File: src/rtl/core_sequencer_pkg.sv
// Shared types and opcode-class bit positions for the RV32I control sequencer.
// trap_cause is only meaningful while trap is set; a cleared cause reads as 0.
package core_sequencer_pkg;

  typedef enum logic [2:0] {
    S_FETCH     = 3'd0,
    S_DECODE    = 3'd1,
    S_EXECUTE   = 3'd2,
    S_MEMORY    = 3'd3,
    S_WRITEBACK = 3'd4,
    S_TRAP      = 3'd5
  } state_t;

  typedef enum logic [1:0] {
    TC_ILLEGAL     = 2'd0,
    TC_ECALL       = 2'd1,
    TC_MISALIGNED  = 2'd2,
    TC_BUS_TIMEOUT = 2'd3
  } trap_cause_t;

  localparam trap_cause_t TC_NONE = TC_ILLEGAL;

  localparam int OP_CLASS_W         = 10;
  localparam int OP_REGISTER_ARITH  = 0;
  localparam int OP_IMMEDIATE_ARITH = 1;
  localparam int OP_LOAD            = 2;
  localparam int OP_STORE           = 3;
  localparam int OP_BRANCH          = 4;
  localparam int OP_IMMEDIATE_JUMP  = 5;
  localparam int OP_REGISTER_JUMP   = 6;
  localparam int OP_LOAD_UPPER      = 7;
  localparam int OP_LOAD_UPPER_PC   = 8;
  localparam int OP_ENVIRONMENT     = 9;

  // True when the instruction leaves the sequential path for the ALU target.
  function automatic logic takes_redirect(input logic [OP_CLASS_W-1:0] cls,
                                          input logic branch_taken);
    return cls[OP_IMMEDIATE_JUMP] | cls[OP_REGISTER_JUMP] |
           (cls[OP_BRANCH] & branch_taken);
  endfunction

endpackage

File: src/rtl/core_sequencer_handshake_timer.sv
// Wait-cycle watchdog for a held bus request. start is high for every cycle the
// request is held; expired fires on the last allowed cycle if ready is still low.
module handshake_timer #(
  parameter int TIMEOUT_CYCLES = 255
) (
  input  logic clk,
  input  logic rst,
  input  logic start,
  input  logic ready,
  output logic expired
);

  localparam int CW = $clog2(TIMEOUT_CYCLES + 1);

  logic [CW-1:0] count_q;

  // Clearing on ready lets a store completion re-arm the timer for the next fetch.
  always_ff @(posedge clk) begin
    if (rst || !start || ready) begin
      count_q <= '0;
    end else begin
      count_q <= count_q + CW'(1);
    end
  end

  assign expired = start && !ready && (count_q == CW'(TIMEOUT_CYCLES - 1));

endmodule

File: src/rtl/core_sequencer.sv
// Multi-cycle control FSM of the RV32I core: fetch, decode wait, execute,
// memory and writeback, with PC update, retire counting and sticky traps.
module core_sequencer
  import core_sequencer_pkg::*;
#(
  parameter logic [31:0] RESET_PC       = 32'h0000_0000,
  parameter int          TIMEOUT_CYCLES = 255
) (
  input  logic                  clk,
  input  logic                  rst,
  output logic                  imem_req,
  output logic [31:0]           imem_addr,
  input  logic                  imem_ready,
  input  logic [31:0]           imem_rdata,
  output logic [31:0]           instruction_data,
  input  logic [OP_CLASS_W-1:0] op_class,
  input  logic                  opcode_valid,
  input  logic [4:0]            write_register,
  input  logic                  write_register_valid,
  input  logic                  branch_taken,
  input  logic [31:0]           target_pc,
  output logic                  dmem_req,
  output logic                  dmem_we,
  input  logic                  dmem_ready,
  output logic                  rf_we,
  output logic [31:0]           pc,
  output logic [2:0]            state,
  output logic                  trap,
  output logic [1:0]            trap_cause,
  output logic [31:0]           instret
);

  // Bus handshake: req rises on entering FETCH/MEMORY and is held until the
  // cycle ready is high; that cycle completes the transfer (rdata sampled then).

  state_t      state_q, state_d;
  trap_cause_t cause_q, cause_d;
  logic [31:0] pc_q, next_pc_q, ir_q, instret_q, exec_next_pc;
  logic        trap_q, redirect, illegal, is_mem, retire;
  logic        timer_start, timer_ready, timer_expired;

  assign redirect     = takes_redirect(op_class, branch_taken);
  assign exec_next_pc = redirect ? target_pc : pc_q + 32'd4;
  assign illegal      = !opcode_valid || (op_class == '0);
  assign is_mem       = op_class[OP_LOAD] | op_class[OP_STORE];
  assign retire       = (state_q == S_WRITEBACK) ||
                        (state_q == S_MEMORY && dmem_ready && !op_class[OP_LOAD]);

  assign timer_start = (state_q == S_FETCH) || (state_q == S_MEMORY);
  assign timer_ready = (state_q == S_FETCH) ? imem_ready : dmem_ready;

  handshake_timer #(.TIMEOUT_CYCLES(TIMEOUT_CYCLES)) u_timer (
    .clk     (clk),
    .rst     (rst),
    .start   (timer_start),
    .ready   (timer_ready),
    .expired (timer_expired)
  );

  always_ff @(posedge clk) begin
    if (rst) begin
      state_q <= S_FETCH;
      cause_q <= TC_NONE;
      trap_q  <= 1'b0;
    end else begin
      state_q <= state_d;
      cause_q <= cause_d;
      trap_q  <= trap_q | (state_d == S_TRAP);
    end
  end

  always_comb begin
    state_d = state_q;
    cause_d = cause_q;
    case (state_q)
      S_FETCH: begin
        if (imem_ready) begin
          state_d = S_DECODE;
        end else if (timer_expired) begin
          state_d = S_TRAP;
          cause_d = TC_BUS_TIMEOUT;
        end
      end
      S_DECODE: state_d = S_EXECUTE;
      S_EXECUTE: begin
        if (illegal) begin
          state_d = S_TRAP;
          cause_d = TC_ILLEGAL;
        end else if (op_class[OP_ENVIRONMENT]) begin
          state_d = S_TRAP;
          cause_d = TC_ECALL;
        end else if (redirect && target_pc[1:0] != 2'b00) begin
          state_d = S_TRAP;
          cause_d = TC_MISALIGNED;
        end else begin
          state_d = is_mem ? S_MEMORY : S_WRITEBACK;
        end
      end
      S_MEMORY: begin
        if (dmem_ready) begin
          state_d = op_class[OP_LOAD] ? S_WRITEBACK : S_FETCH;
        end else if (timer_expired) begin
          state_d = S_TRAP;
          cause_d = TC_BUS_TIMEOUT;
        end
      end
      S_WRITEBACK: state_d = S_FETCH;
      S_TRAP:      state_d = S_TRAP;
      default:     state_d = S_FETCH;
    endcase
  end

  // Strobes are held low while reset is asserted.
  always_comb begin
    imem_req = 1'b0;
    dmem_req = 1'b0;
    dmem_we  = 1'b0;
    rf_we    = 1'b0;
    if (!rst) begin
      case (state_q)
        S_FETCH:     imem_req = 1'b1;
        S_MEMORY: begin
          dmem_req = 1'b1;
          dmem_we  = op_class[OP_STORE];
        end
        S_WRITEBACK: rf_we = write_register_valid && (write_register != 5'd0);
        default: ;
      endcase
    end
  end

  always_ff @(posedge clk) begin
    if (rst) begin
      pc_q      <= RESET_PC;
      next_pc_q <= RESET_PC;
      ir_q      <= '0;
      instret_q <= '0;
    end else begin
      if (state_q == S_FETCH && imem_ready) ir_q <= imem_rdata;
      if (state_q == S_EXECUTE) next_pc_q <= exec_next_pc;
      if (retire) begin
        pc_q      <= next_pc_q;
        instret_q <= instret_q + 32'd1;
      end
    end
  end

  assign imem_addr        = pc_q;
  assign pc               = pc_q;
  assign instruction_data = ir_q;
  assign instret          = instret_q;
  assign state            = state_q;
  assign trap             = trap_q;
  assign trap_cause       = cause_q;

endmodule

File: config.mk
export PLATFORM = sky130hd
export DESIGN_NAME = core_sequencer
export DESIGN_NICKNAME = d
export VERILOG_FILES = /design/src/rtl/core_sequencer_pkg.sv /design/src/rtl/core_sequencer_handshake_timer.sv /design/src/rtl/core_sequencer.sv
export SDC_FILE = /design/constraint.sdc
export NUM_CORES = 1
export LEC_CHECK = 0
export ABC_AREA = 1
export CAP_MARGIN = 30
export CORE_ASPECT_RATIO = 0.5
export CORE_MARGIN = 4
export CORE_UTILIZATION = 43
export CTS_CLUSTER_DIAMETER = 60
export DETAILED_ROUTE_END_ITERATION = 10
export HOLD_SLACK_MARGIN = 0.15
export PLACE_DENSITY = 0.77
export SLEW_MARGIN = 30
export SYNTH_ARGS = -nofsm -noshare
export SYNTH_HDL_FRONTEND = slang
export SYNTH_SLANG_ARGS = --single-unit
File: constraint.sdc
create_clock -name clk -period 1.4 [get_ports clk]
set_input_delay 0.21 -clock clk [delete_from_list [all_inputs] [get_ports clk]]
set_output_delay 0.21 -clock clk [all_outputs]
set_load 0.01 [all_outputs]
==> run summary <==
CTS tree: yes
Detailed Routing Iterations Pass 1: 6
Met3 Resource Use GR: 7.679%
Unrepaired setup endpoints after global routing: yes
Via count: 9710
Cell depth of the worst hold path: 3
Worst-skew pair later-pin latency: 0.43 ns
Synth Cell Area: 7425 um2
Crit. Startpoint: state[2]$_SDFF_PP0_
Post-Place Setup Slack: -0.4630 ns
Setup TNS: -9.696 ns
Hold path start: imem_rdata[1]
Die Y: 100.9 um
Maxcap violations: 0
Clk pin slew, worst setup/hold paths: 0.07 ns
Worst Hold Class: in -> reg
Critical Path Sink Type: output port
Worst relative slew slack: 44.22%
Slew Limit Fails: 0
Synthesized area per cell: 6.395 um2
Fin. Hold Viols: 0
Max Clk Rate: 621.8 MHz
Maximum vdd drop: 0.9890 mV
Top FF cell, synth: dfxtp_1
I/O pins: 224
Comb pwr share: 33.0%
Critical path peak fanout: 4
Startpoint types: register
First-pass GRT wire length: 44020 um
Syn nets: 1251
Share of layout cells above drive strength 1: 36.36%
DR DRC count: 0
Library cells used by synthesis: 32
Final worst slack: -0.2083 ns
Clock root cell: clkbuf_16
GR Overflow Total: 0
Critical Path AT: 1.40 ns
Yosys warns: 0
Grt peak-use layer: met2
Ys async rst share: 0%
Worst Tran Pin Value: 0.8368 ns
Die area: 19560 um2
Fin crit share: 114.9%
Global Route Usage Sum: 27.28%
H-tree depth: 4
Int Power: 9.025 mW
WS Path Type: reg -> out
Number of flops mapped to enable cells by yosys: 0
Final Wtd Congestion: 0.9191
Fillers: 1055
Die X: 193.8 um
Sw frac: 34.22%
P&R area growth vs syn: 75.14%
Rows: 33
Status: finished, violations left
Vias in the first global route: 8994
Clock share of power: 31.7%
Met2 Usage GRT: 48.39%
Largest net degree at the start of global routing: 65
Initial antenna violation count: 0
R2r startpoint: state[0]$_SDFF_PP0_
# diodes: 0
DR vias/cell: 5.564
Required @ worst endpoint: 1.19 ns
# hold bufs at CTS: 0
Fin crit period: 1.608 ns
Final setup violation count: 124
Clk buf depth: 2
Pwr/cell area: 1055 nW/um2
I/O Buffers: 223
Total CTS buffers: 17
Failing checks: negative setup slack
Post-DRT Antenna Nets: 0
Clock sink count: 142
Core ar.: 16640 um2
Worst-case reg-to-reg path depth: 9
Sequential cell area fraction in the yosys report: 38.29%
Most instantiated cells after synthesis: 334 x nand2_1, 189 x nor2_1, 142 x dfxtp_1, 122 x a21oi_1, 95 x nand3_1
#FFs+latches synth: 142
Top cell type's share of synthesized area: 38.29%
Initial core utilization: 44.62%
Post-DP HPWL: 18110 um
Number of DRC markers in iteration 0: 903
Post-Syn Instances: 1161
Most frequent cell after synthesis: nand2_1
Leading post-synthesis cells by cell area: dfxtp_1 38%, nand2_1 17%, nor2_1 9.6%, a21oi_1 8.2%, nand3_1 6.4%
Routed WL per cell: 18.32 um
Met1 Use GR: 31.21%
Psw: 4.696 mW
Sequential Power Share: 35.3%
Leak pwr: 5.384 nW
Worst clock skew: 0.007664 ns
Yosys top cell by area: dfxtp_1
Drt total wl: 31970 um
Layout Nets: 1595
power groups by stage:
stage | clock (mW) | sequential [mW] | combinational, mW
after detailed placement | 0 | 4.84 | 3.33
after floorplan | 0 | 4.96 | 1.45
after global placement | 0 | 4.82 | 3.25
after global routing | 4.59 | 4.87 | 4.77
final | 4.36 | 4.84 | 4.52
after CTS | 4.35 | 4.81 | 3.87
repair_timing:
item                                    CTS  global route
resized for setup                       416           331
gates cloned                             11             6
pin swaps                                32            90
endpoints found under the setup margin  267           201
buffers inserted                         13            20
logic make-up after synthesis:
family,Yosys count,share of synthesized area (%)
AO/OA/AOI/OAI,192,13.36
AND/OR/NAND/NOR,653,35.98
adder cells (fa/ha/maj),4,0.6741
buffers and inverters,155,9.926
XOR/XNOR,15,1.770
flip-flops,142,38.29
final timing paths:
path | to | slack [ns]
worst max-delay path | dmem_we | -0.21
worst min-delay path | instruction_data[1]$_SDFFE_PP0P_ | 0.36
worst max register to register | imem_addr[27]$_SDFFE_PP0P_ | -0.20
worst min register to register | u_timer.count_q[0]$_SDFF_PP0_ | 0.45
layer usage:
| metal | vias up | routed length, um |
|---|---|---|
| met5 | - | 0 |
| met4 | 0 | 1598 |
| met3 | 164 | 2819 |
| met2 | 566 | 15590 |
| met1 | 4568 | 11960 |
| li1 | 4412 | - |
through the flow:
stage,instance area [um2],util [%],std cells,total power [mW],hold WS (ns)
after floorplan,7460,-,1161,6.416,0.3733
after global placement,10620,63.81,1668,8.075,0.4296
after detailed placement,10620,63.81,1668,8.165,0.4396
after CTS,11960,71.88,1723,13.03,0.3487
after global routing,13000,78.15,1745,14.22,0.3621
final,13000,78.15,1745,13.72,0.3572
worst max-delay path: stages (launching register included):
cell,delay [ns]
dfxtp_4,0.36
inv_4,0.08
nand3_4,0.09
nor3_1,0.24
buf_2,0.20
sequential cells by signal (all words and copies together) (netlist names):
| signal | cells |
|---|---|
| trap | 1 |
| trap_cause | 2 |
| next_pc_q | 32 |
| instruction_data | 32 |
| instret | 32 |
| state | 3 |
| u_timer.count_q | 8 |
| imem_addr | 32 |
cell type report:
type	instances	area, um2	share of cell area, %
Multi-Input combinational cell	865	4935	37.95
Timing Repair Buffer	405	3940	30.30
Sequential cell	142	2980	22.92
Clock buffer	17	425.4	3.271
Inverter	74	315.3	2.425
Tap cell	227	284.0	2.184
Clock inverter	15	123.9	0.9526
cell usage in the layout (no fill, tap or decap), types with 7 or more instances in the layout:
master           Yosys  layout
buf_6                1      24
nand3b_1            11      11
nor2_2               4      43
nand4_1              7       7
dfxtp_2              0      32
nand2_1            334     265
nand2_2              2      46
dfxtp_1            142      84
clkbuf_16            0      22
a21oi_2              0      41
o21ai_1              2      19
nand2_4              0      22
clkbuf_2             0      24
buf_4               32     129
inv_6                0       9
inv_1               70      61
buf_16               0      10
clkdlybuf4s50_1      0      84
o21ai_0             55      24
nor2_4               0      44
a21oi_1            122      81
buf_12               0      11
dlygate4sd2_1        0      53
xnor2_1              7       7
nor2_1             189     106
dfxtp_4              0      26
nand3_1             95      90
o21ai_2              0      14
clkdlybuf4s15_1      0      49
Power figures use the tool's default switching activity.
